$ cat src/rtl/iob_skid_ctrl.sv
// Occupancy FSM for the 2-entry skid buffer: tracks EMPTY/BUSY/FULL and
// steers the main/skid data register loads in the top level.
module iob_skid_ctrl (
  input  logic       clk_i,
  input  logic       arst_i,
  input  logic       cke,
  input  logic       clr,
  input  logic       in_valid,
  input  logic       out_ready,
  output logic [1:0] state,
  output logic       main_en,
  output logic       main_sel,
  output logic       skid_en
);

  typedef enum logic [1:0] {
    EMPTY = 2'd0,
    BUSY  = 2'd1,
    FULL  = 2'd2
  } state_t;

  state_t state_q, state_nx;
  logic   in_xfer, out_xfer;

  // Handshakes use registered state only, so out_ready never reaches the ready decode.
  assign in_xfer  = in_valid & (state_q != FULL);
  assign out_xfer = out_ready & (state_q != EMPTY);
  assign state    = state_q;

  always_ff @(posedge clk_i or posedge arst_i) begin
    if (arst_i) begin
      state_q <= EMPTY;
    end else if (cke) begin
      if (clr) state_q <= EMPTY;
      else     state_q <= state_nx;
    end
  end

  always_comb begin
    state_nx = state_q;
    main_en  = 1'b0;
    main_sel = 1'b0;
    skid_en  = 1'b0;
    case (state_q)
      EMPTY: begin
        if (in_xfer) begin
          state_nx = BUSY;
          main_en  = 1'b1;
        end
      end
      BUSY: begin
        if (in_xfer && out_xfer) begin
          main_en = 1'b1;
        end else if (in_xfer) begin
          state_nx = FULL;
          skid_en  = 1'b1;
        end else if (out_xfer) begin
          state_nx = EMPTY;
        end
      end
      FULL: begin
        if (out_xfer) begin
          state_nx = BUSY;
          main_en  = 1'b1;
          main_sel = 1'b1;
        end
      end
      default: state_nx = EMPTY;
    endcase
  end

endmodule

$ cat src/rtl/iob_reg_skid.sv
// Elastic valid/ready pipeline register (2-entry skid buffer) with synchronous
// clear and clock enable; both directions are fully registered.
module iob_reg_skid #(
  parameter int                 DATA_W  = 8,
  parameter logic [DATA_W-1:0]  RST_VAL = '0
) (
  input  logic              clk_i,
  input  logic              arst_i,
  input  logic              cke_i,
  input  logic              rst_i,
  input  logic              i_valid_i,
  input  logic [DATA_W-1:0] i_data_i,
  output logic              i_ready_o,
  output logic              o_valid_o,
  output logic [DATA_W-1:0] o_data_o,
  input  logic              o_ready_i
);

  logic [1:0]        ctrl_state;
  logic              main_en, main_sel, skid_en;
  logic [DATA_W-1:0] main_q, skid_q;

  // valid/ready: a word moves on a rising edge with cke_i=1 when both valid and
  // ready are high; rst_i overrides, and ready/valid read 0 while cke_i=0.
  iob_skid_ctrl u_ctrl (
    .clk_i    (clk_i),
    .arst_i   (arst_i),
    .cke      (cke_i),
    .clr      (rst_i),
    .in_valid (i_valid_i),
    .out_ready(o_ready_i),
    .state    (ctrl_state),
    .main_en  (main_en),
    .main_sel (main_sel),
    .skid_en  (skid_en)
  );

  always_ff @(posedge clk_i or posedge arst_i) begin
    if (arst_i) begin
      main_q <= RST_VAL;
      skid_q <= RST_VAL;
    end else if (cke_i) begin
      if (rst_i) begin
        main_q <= RST_VAL;
        skid_q <= RST_VAL;
      end else begin
        if (main_en) main_q <= main_sel ? skid_q : i_data_i;
        if (skid_en) skid_q <= i_data_i;
      end
    end
  end

  assign i_ready_o = cke_i & (ctrl_state != 2'd2);
  assign o_valid_o = cke_i & (ctrl_state != 2'd0);
  assign o_data_o  = main_q;

endmodule
$ cat config.mk
export PLATFORM = sky130hd
export DESIGN_NAME = iob_reg_skid
export DESIGN_NICKNAME = d
export VERILOG_FILES = /design/src/rtl/iob_skid_ctrl.sv /design/src/rtl/iob_reg_skid.sv
export SDC_FILE = /design/constraint.sdc
export NUM_CORES = 1
export LEC_CHECK = 0
export ABC_CLOCK_PERIOD_IN_PS = 1200
export BUFFER_PORTS_ARGS = -buffer_cell sky130_fd_sc_hd__buf_4
export CORE_ASPECT_RATIO = 0.8
export CORE_MARGIN = 2
export CORE_UTILIZATION = 40
export DETAILED_ROUTE_END_ITERATION = 12
export GPL_ROUTABILITY_DRIVEN = 1
export PLACE_DENSITY = 0.68
export SLEW_MARGIN = 10
export SYNTH_ARGS = -nofsm -noshare
export SYNTH_HDL_FRONTEND = slang
export SYNTH_SLANG_ARGS = --single-unit
$ cat constraint.sdc
create_clock -name clk_i -period 1.2 [get_ports clk_i]
set_input_delay 0.12 -clock clk_i [delete_from_list [all_inputs] [get_ports clk_i]]
set_output_delay 0.12 -clock clk_i [all_outputs]
set_load 0.005 [all_outputs]
# Word level (Yosys, flattened, before mapping)
# Index checks and enable logic that the tools add are counted.
[op_classes]
n_addsub = 0
multipliers = 0
div = 0
magnitude_cmp = 0
eq_ne = 7
n_shift = 0
mux = 19
bitwise = 4
n_reduce_logical = 8
[ops]
columns = ["cell", "count"]
rows = [
  ["$mux 8", 5],
  ["$mux 2", 6],
  ["$mux 1", 6],
  ["$ne 3x2->1 const B", 2],
  ["$pmux 2 s3", 1],
  ["$reduce_bool 2->1", 3],
  ["$reduce_and 5->1", 1],
  ["$and 1x1->1", 4],
  ["$ne 4x2->1 const B", 1],
  ["$reduce_and 2->1", 2],
  ["$ne 3x3->1 const B", 1],
  ["$pmux 1 s3", 1],
  ["$eq 2x1->1 const B", 1],
  ["$eq 2x2->1 const B", 1],
  ["$logic_not 2->1", 1],
  ["$ne 2x2->1 const B", 1],
  ["$logic_and 1x1->1", 1],
]
[totals]
regBits = 18
latch_bits = 0
ram_bits = 0
mem_bits_ro = 0
inputBits = 14
wordCells = 41
mem_count = 0

# Depth between registers and ports, before layout
# Gate-level depths: netlist of the first run.
[depth]
ltp_word = 7
depth_mapped = 5
depth_no_buf = 4

# Modules after synthesis
# A second synthesis of the first run with hierarchy kept.
[hier_totals]
hier_cells = 77
hier_area_um2 = 943.4
[by_module_without_submodules]
columns = ["module", "n_inst", "cells_each", "area_each_um2", "seq_area_each_um2"]
rows = [
  ["iob_reg_skid", 1, 58, 764.5, 400.4],
  ["iob_skid_ctrl", 1, 19, 178.9, 50.0],
]

# Worst setup path before layout of the first run
# No wires, ideal clock.
[synth_timing]
kind = "reg2reg"
from = "register u_ctrl.state_q[0], in the netlist u_ctrl.state[0]"
to = "register main_q[0], in the netlist o_data_o[0]"
t_arrival_ps = 1136
required_time_ps = 1122
setup_slack_ps = -14
stages_incl_launch_ff = 6
n_path_buf = 1
cell_sequence = "dfrtp_1 nand3b_1 buf_6 o21ai_2 nand2_1 o2bb2ai_1"
[synth_between]
elab_chain_cells = 7
word_cells_on_any_way = 18
[synth_lines]
columns = ["element", "line", "source"]
rows = [
  ["from (decl)", "iob_skid_ctrl.sv:22", "state_t state_q, state_nx;"],
  ["from (signal assigned)", "iob_skid_ctrl.sv:35", "else state_q <= state_nx;"],
  ["$ne 2x2->1 or $reduce_bool 2->1 (tied branches)", "iob_skid_ctrl.sv:26, iob_skid_ctrl.sv:27", ""],
  ["$and 1x1->1, on equally long branches", "iob_skid_ctrl.sv:26, iob_skid_ctrl.sv:27", ""],
  ["$logic_and 1x1->1 or $mux 1 (tied branches)", "iob_skid_ctrl.sv:52, iob_skid_ctrl.sv:62", ""],
  ["$mux 1, on equally long branches", "iob_skid_ctrl.sv:52, iob_skid_ctrl.sv:44", ""],
  ["$pmux 1 s3 or $mux 8 (tied branches)", "iob_skid_ctrl.sv:44, iob_reg_skid.sv:47", ""],
  ["$reduce_bool 2->1 (no line) or $mux 8 (tied branches)", "-", ""],
  ["$reduce_and 2->1 (no line) or $mux 8 (tied branches)", "-", ""],
  ["to (signal assigned)", "iob_reg_skid.sv:47", "if (main_en) main_q <= main_sel ? skid_q : i_data_i;"],
  ["to (decl)", "iob_reg_skid.sv:21", "logic [DATA_W-1:0] main_q, skid_q;"],
]
# Parallel ways exist; a longest one is shown, timed or not. The select of a mux whose other input is x is not followed.
# A chain may end at the register's enable or synchronous reset.

# Final worst setup path of the first run
[layout_timing]
from = "register u_ctrl.state_q[0], in the netlist u_ctrl.state[0]"
to = "register skid_q[7]"
[layout_between]
elab_chain_cells = 7
word_cells_on_any_way = 11
[layout_lines]
columns = ["element", "line", "source"]
rows = [
  ["$ne 2x2->1 or $reduce_bool 2->1 (tied branches)", "iob_skid_ctrl.sv:26, iob_skid_ctrl.sv:27", ""],
  ["$and 1x1->1, on equally long branches", "iob_skid_ctrl.sv:26, iob_skid_ctrl.sv:27", ""],
  ["$mux 1 or $logic_and 1x1->1 (tied branches)", "iob_skid_ctrl.sv:54, iob_skid_ctrl.sv:52", ""],
  ["$mux 1", "iob_skid_ctrl.sv:52", "if (in_xfer && out_xfer) begin"],
  ["$mux 1 (*)", "iob_skid_ctrl.sv:44", "case (state_q)"],
  ["$reduce_bool 2->1 (no line) (*)", "-", ""],
  ["$reduce_and 2->1 (no line) (*)", "-", ""],
  ["to (signal assigned)", "iob_reg_skid.sv:48", "if (skid_en) skid_q <= i_data_i;"],
  ["to (decl)", "iob_reg_skid.sv:21", ""],
]
# Every way passes the cells marked *; elsewhere a longest branch is shown, timed or not.

==> flow_summary.toml, run 1 <==
[run_status]
status = "finished, violations left"
violations = "setup timing"

[clock_tree]
cts_root_buf = "clkbuf_4"
clockBufferDepth = 2
clock-sinks = 18
htreeDepth = 1
cts_tree = "built"
clk_pin_slew_ns = 0.11
cts_buffers = 3
clk_latency_ns = 0.29

[worst_setup_path]
crit_fanout = 7
crit_path_end_kind = "register"
cp.arrival_ns = 1.50
required_ns = 1.40
crit_type = "register to register"
crit_path_start_kind = "register"

[cells_and_area]
diodes = 0
stdcell_count = 141
design_area_um2 = 1340
syn_to_final_growth_pct = 46.3
fin_nets = 131
drive_gt1_share_pct = 51.7

[yosys]
ys_ff_latch = 18
muxShareOfSynthArea_pct = 8.74
synthCells = 83
synth_cell_types = 25
synthTopCellsByArea = "dfrtp_1 49%, mux2i_1 8.7%, o2bb2ai_1 7.7%, nand2b_1 6.1%, nand2_1 3.7%"
synth_fp_nets = 97
synth_top_family_by_area = "compound AO/OA/AOI/OAI gates"
syn_area_um2 = 916
synth-main-ff-cell = "dfrtp_1"
synth_edf_count = 0
yosys.area_share.xor_xnor_pct = 0.956
synth-compound-area-share_pct = 22.1
synthTopCellsByCount = "18 x dfrtp_1, 9 x nand2_1, 9 x nand2b_1, 8 x mux2i_1, 8 x o2bb2ai_1"
async_flop_share_pct = 100
synthSimpleGateAreaFrac_pct = 14.3
yosys_warnings = 0
synth_top_cell_area_share_pct = 49.2
synth_top_area_cell = "dfrtp_1"
yosysSeqAreaShare_pct = 49.2
synth-adder-area-share_pct = 0
yosysMostFrequentCell = "dfrtp_1"
syn_avg_cell_area_um2 = 11.0

[sta]
clock_skew_ns = 0.00725
rsz0062_at_grt = "yes"
worstMarginPinSlew_ns = 0.283
hold_slack_ns = 0.0789
min_period_ns = 1.30
drv_slew = 0
fmax_mhz = 768
setup_violations = 17
hold_viol_final = 0
relSlewSlack_pct = 81.1
layout_setup_ws_ns = -0.103
finalCritPeriodShare_pct = 109

[drt]
wl_per_cell_um = 15.1
drtIter0Drc = 19
dr_total_vias = 757
drtPass1Iterations = 4
drt.antenna.violating_nets = 0
drt_wl_total_um = 2130
drc_errors = 0
routed_via_density = 5.37

[power_and_ir_drop]
power_density_nw_per_um2 = 1110
vdd_drop_max_uv = 847
p_leak_nw = 0.674

[place]
place_congestion = 0.764
portBuffers = 23
dpl_cell_area_um2 = 1130
hpwlAfterDp_um = 1370
place_inst = 132

[grt]
grt_pass1_wl_um = 3140
grt_usage_pct = 15.9
grt-ovfl-total = 0
grt_pass1_vias = 706
grt_start_max_net_pins = 19
grt_antenna_before_repair = 0

[floorplan]
start_util_pct = 42.4
dieArea_um2 = 2690
die_width_um = 57.5
num_io_pins = 24
core.rowCount = 15
die_y_um = 46.8
core_um2 = 2160

[min_path]
holdCritPathClass = "input pin to register"

[flow_run]
maxCapViolations = 0
## layer usage
| metal | up-vias | track usage [%] | routed length (µm) |
|---|---|---|---|
| li1 | 362 | - | - |
| met1 | 368 | 19.5 | 979 |
| met2 | 23 | 26.8 | 1010 |
| met3 | 4 | 6.06 | 109 |
| met4 | 0 | 4.65 | 30 |
| met5 | - | 0 | 0 |
## cell type report
type / instances / area (µm²)
tap: 25 / 31.3
inverter: 3 / 11.3
sequential: 18 / 450
fill: 173 / 818
multi-input combinational: 58 / 515
timing repair buffer: 33 / 295
clock buffer: 4 / 36.3
## kinds of logic (layout without fill, tap and decap cells)
kind of cell              Yosys count  in the layout
AOI/OAI and AO/OA                  26             26
muxes                               8              8
buffers and inverters               7             40
xor gates and xnor gates            1              1
DFF                                18             18
and+or+nand+nor                    23             23
## registers in the layout, indices dropped and copies added (netlist names)
signal        count
u_ctrl.state      2
o_data_o          8
skid_q            8
## layout by cell type, fill, tap and decap left out
cell type,Yosys,final
inv_2,0,1
dfrtp_1,18,18
xnor2_1,1,1
nor2b_1,2,2
inv_1,3,2
nand3b_1,1,1
clkbuf_16,0,1
and3b_1,1,1
clkbuf_4,0,3
a2bb2oi_2,0,1
o21ai_2,1,7
clkbuf_8,0,1
o21ai_1,2,2
nand2b_1,9,9
dlygate4sd3_1,0,1
o22ai_1,1,1
nand2_2,0,5
o21ai_4,2,2
o21a_1,1,1
a21boi_2,0,1
a22o_1,1,1
o2bb2ai_1,8,8
nand2_4,0,4
o31ai_4,0,1
and4bb_2,1,1
buf_6,2,4
buf_4,0,26
a21oi_2,0,1
mux2i_1,8,8
buf_12,0,1
## repair_timing
item                                    4_1_cts  5_1_grt
hold buffers                                  1        0
buffers inserted                              3        0
gates cloned                                  0        1
pin swaps                                     4       18
hold endpoints to repair                     18        0
gates resized for setup                      11       24
endpoints found under the setup margin       18       20
## through the flow
step	utilization (%)	power, mW	setup TNS, ns	worst slack (ns)
CTS	56.8	1.43	-0.739	-0.0894
floorplan	-	0.876	0	0.00944
global route	62.1	1.57	-2.48	-0.163
finish	62.1	1.49	-1.06	-0.103
detailed placement	52.3	1.01	-0.726	-0.109
global placement	52.3	1.01	-0.187	-0.0318
## critical path, stage by stage, from the launching register on
cell and delay [ns]:
dfrtp_1 0.44, and4bb_2 0.28, o21ai_4 0.23, clkbuf_16 0.20, o21ai_1 0.06
## where the power goes
| group | internal [mW] | switching (mW) |
|---|---|---|
| sequential | 0.670 | 0.0540 |
| combinational | 0.218 | 0.173 |
| clock | 0.185 | 0.186 |
| total | 1.07 | 0.413 |
## worst paths after layout
path | startpoint | end | slack (ns) | depth (start not counted)
max | u_ctrl.state[0]$_DFFE_PP0P_ | skid_q[7]$_DFFE_PP0P_ | -0.10 | 4
min | i_data_i[6] | skid_q[6]$_DFFE_PP0P_ | 0.08 | 3
max reg2reg | u_ctrl.state[0]$_DFFE_PP0P_ | skid_q[7]$_DFFE_PP0P_ | -0.10 | 4
min reg2reg | o_data_o[5]$_DFFE_PP0P_ | o_data_o[5]$_DFFE_PP0P_ | 0.50 | 1
max in group asynchronous | arst_i | u_ctrl.state[0]$_DFFE_PP0P_ | 0.60 | 4
min in group asynchronous | arst_i | o_data_o[6]$_DFFE_PP0P_ | 0.40 | 4
Note: power is estimated with default switching activity, not from simulation.
==> run 2, diff against run 1 <==
--- a/config.mk
+++ b/config.mk
@@ -6,8 +6,7 @@
 export NUM_CORES = 1
 export LEC_CHECK = 0
 export ABC_CLOCK_PERIOD_IN_PS = 1200
-export BUFFER_PORTS_ARGS = -buffer_cell sky130_fd_sc_hd__buf_4
-export CORE_ASPECT_RATIO = 0.8
+export BUFFER_PORTS_ARGS = -buffer_cell sky130_fd_sc_hd__buf_2
 export CORE_MARGIN = 2
 export CORE_UTILIZATION = 40
 export DETAILED_ROUTE_END_ITERATION = 12
==> flow_summary.toml, run 2 (same netlist as run 1, synthesis figures left out) <==
[floorplan]
die_y_um = 51.9
core.rowCount = 17
core_um2 = 2190
num_io_pins = 24
start_util_pct = 41.8
die_width_um = 51.9
dieArea_um2 = 2690

[drt]
routed_via_density = 5.10
drt.antenna.violating_nets = 0
wl_per_cell_um = 13.7
drtPass1Iterations = 4
drt_wl_total_um = 1930
drc_errors = 0
drtIter0Drc = 10
dr_total_vias = 719

[worst_setup_path]
path_buf_inv = 2
crit_path_start = "u_ctrl.state[1]$_DFFE_PP0P_"
crit_fanout = 5
crit_path_start_kind = "register"
required_ns = 1.08
critPathTopFamily = "flip-flops"
slowest_stage = "dfrtp_1"
rrSetupSlack_ns = -0.08
cp.arrival_ns = 1.16
crit_type = "register to primary output"
critPathMaxStageDelay_ns = 0.44
crit_chain = "buf_6, o21a_1, buf_2"
reg2reg_from = "u_ctrl.state[1]$_DFFE_PP0P_"
crit_path_end_kind = "primary output"

[sta]
layout_setup_ws_ns = -0.0750
hold_viol_final = 0
finalCritPeriodShare_pct = 106
min_period_ns = 1.28
worstMarginPinSlew_ns = 0.292
relSlewSlack_pct = 80.4
setup_violations = 19
clock_skew_ns = 0.00191
drv_slew = 0
fmax_mhz = 784
rsz0062_at_grt = "yes"

[clock_tree]
clk_pin_slew_ns = 0.10
clockBufferDepth = 2
clock-sinks = 18
clk_latency_ns = 0.29
cts_root_buf = "clkbuf_4"
htreeDepth = 1
cts_tree = "built"
cts_buffers = 3

[cells_and_area]
diodes = 0
nFillCells = 191
mostFrequentLayoutCell = "buf_2"
utilization_pct = 53.8
fin_nets = 128
drive_gt1_share_pct = 40.7
syn_to_final_growth_pct = 28.7
final_cell_mix = "23 x buf_2, 18 x dfrtp_1, 9 x nand2b_1, 8 x o21ai_1, 8 x mux2i_1"
design_area_um2 = 1180

[grt]
grt_start_max_net_pins = 19
grt_antenna_before_repair = 0
grt_pass1_wl_um = 3080
grt-ovfl-total = 0
grt_pass1_vias = 711
grt_usage_pct = 15.9

[run_status]
status = "finished, violations left"
violations = "setup timing"

[place]
hpwlAfterDp_um = 1330
dpl_cell_area_um2 = 1090
portBuffers = 23
dpl_worst_slack_ns = -0.0427
place_congestion = 0.696

[min_path]
holdCritPathClass = "input pin to register"
min_from = "i_data_i[3]"

[power_and_ir_drop]
vdd_drop_max_uv = 691
power_density_nw_per_um2 = 1180
p_leak_nw = 0.615

[flow_run]
maxCapViolations = 0
## run 2: layer usage
metal  global-route usage [%]  vias to the layer above  part of all wire, %
li1                         -                      359                    -
met5                        0                        -                    0
met3                     3.74                        4                  3.1
met4                     7.89                        0                  1.4
met2                     26.2                       14                   50
met1                     19.4                      342                   46
## run 2: path summary, 6_finish.rpt
path                                           endpoint  cells after the start
worst max-delay path                          o_valid_o                      3
worst max register to register  o_data_o[7]$_DFFE_PP0P_                      4
max in group asynchronous       o_data_o[2]$_DFFE_PP0P_                      4
worst min register to register  o_data_o[3]$_DFFE_PP0P_                      1
min in group asynchronous       o_data_o[4]$_DFFE_PP0P_                      4
worst min-delay path              skid_q[3]$_DFFE_PP0P_                      3
## run 2: repair_timing
item | CTS | global route
endpoints found under the hold margin | 18 | 0
cloned | 0 | 0
gates resized for setup | 11 | 7
endpoints found under the setup margin | 19 | 19
hold buffers | 1 | 0
pin swaps | 2 | 5
setup buffers | 0 | 1
## run 2: power by group
part	internal [mW]	switching [mW]	total [mW]
Combinational	0.153	0.146	0.299
Clock	0.185	0.192	0.377
Sequential	0.670	0.0413	0.712
## run 2: per-stage QoR
stage          hold slack, ns  setup TNS (ns)  power, mW  std cells
2_1_floorplan          0.0586               0      0.876         83
3_3_place_gp            0.144               0      0.983        136
3_5_place_dp            0.147          -0.355      0.990        136
4_1_cts                0.0603          -0.997       1.39        141
5_1_grt                0.0529           -1.84       1.47        141
6_report               0.0649           -1.01       1.39        141
## run 2: worst min-delay path, stage by stage
cell and delay [ns]:
buf_2 0.10, nand2b_1 0.06, o21ai_1 0.05
## run 2: area by class of cell
class / instances / area [µm²] / area share [%]
inverter: 3 / 11.3 / 0.955
timing repair buffer: 30 / 190 / 16.1
multi-input combinational: 58 / 455 / 38.6
clock buffer: 4 / 36.3 / 3.08
tap: 28 / 35.0 / 2.97
sequential: 18 / 450 / 38.2
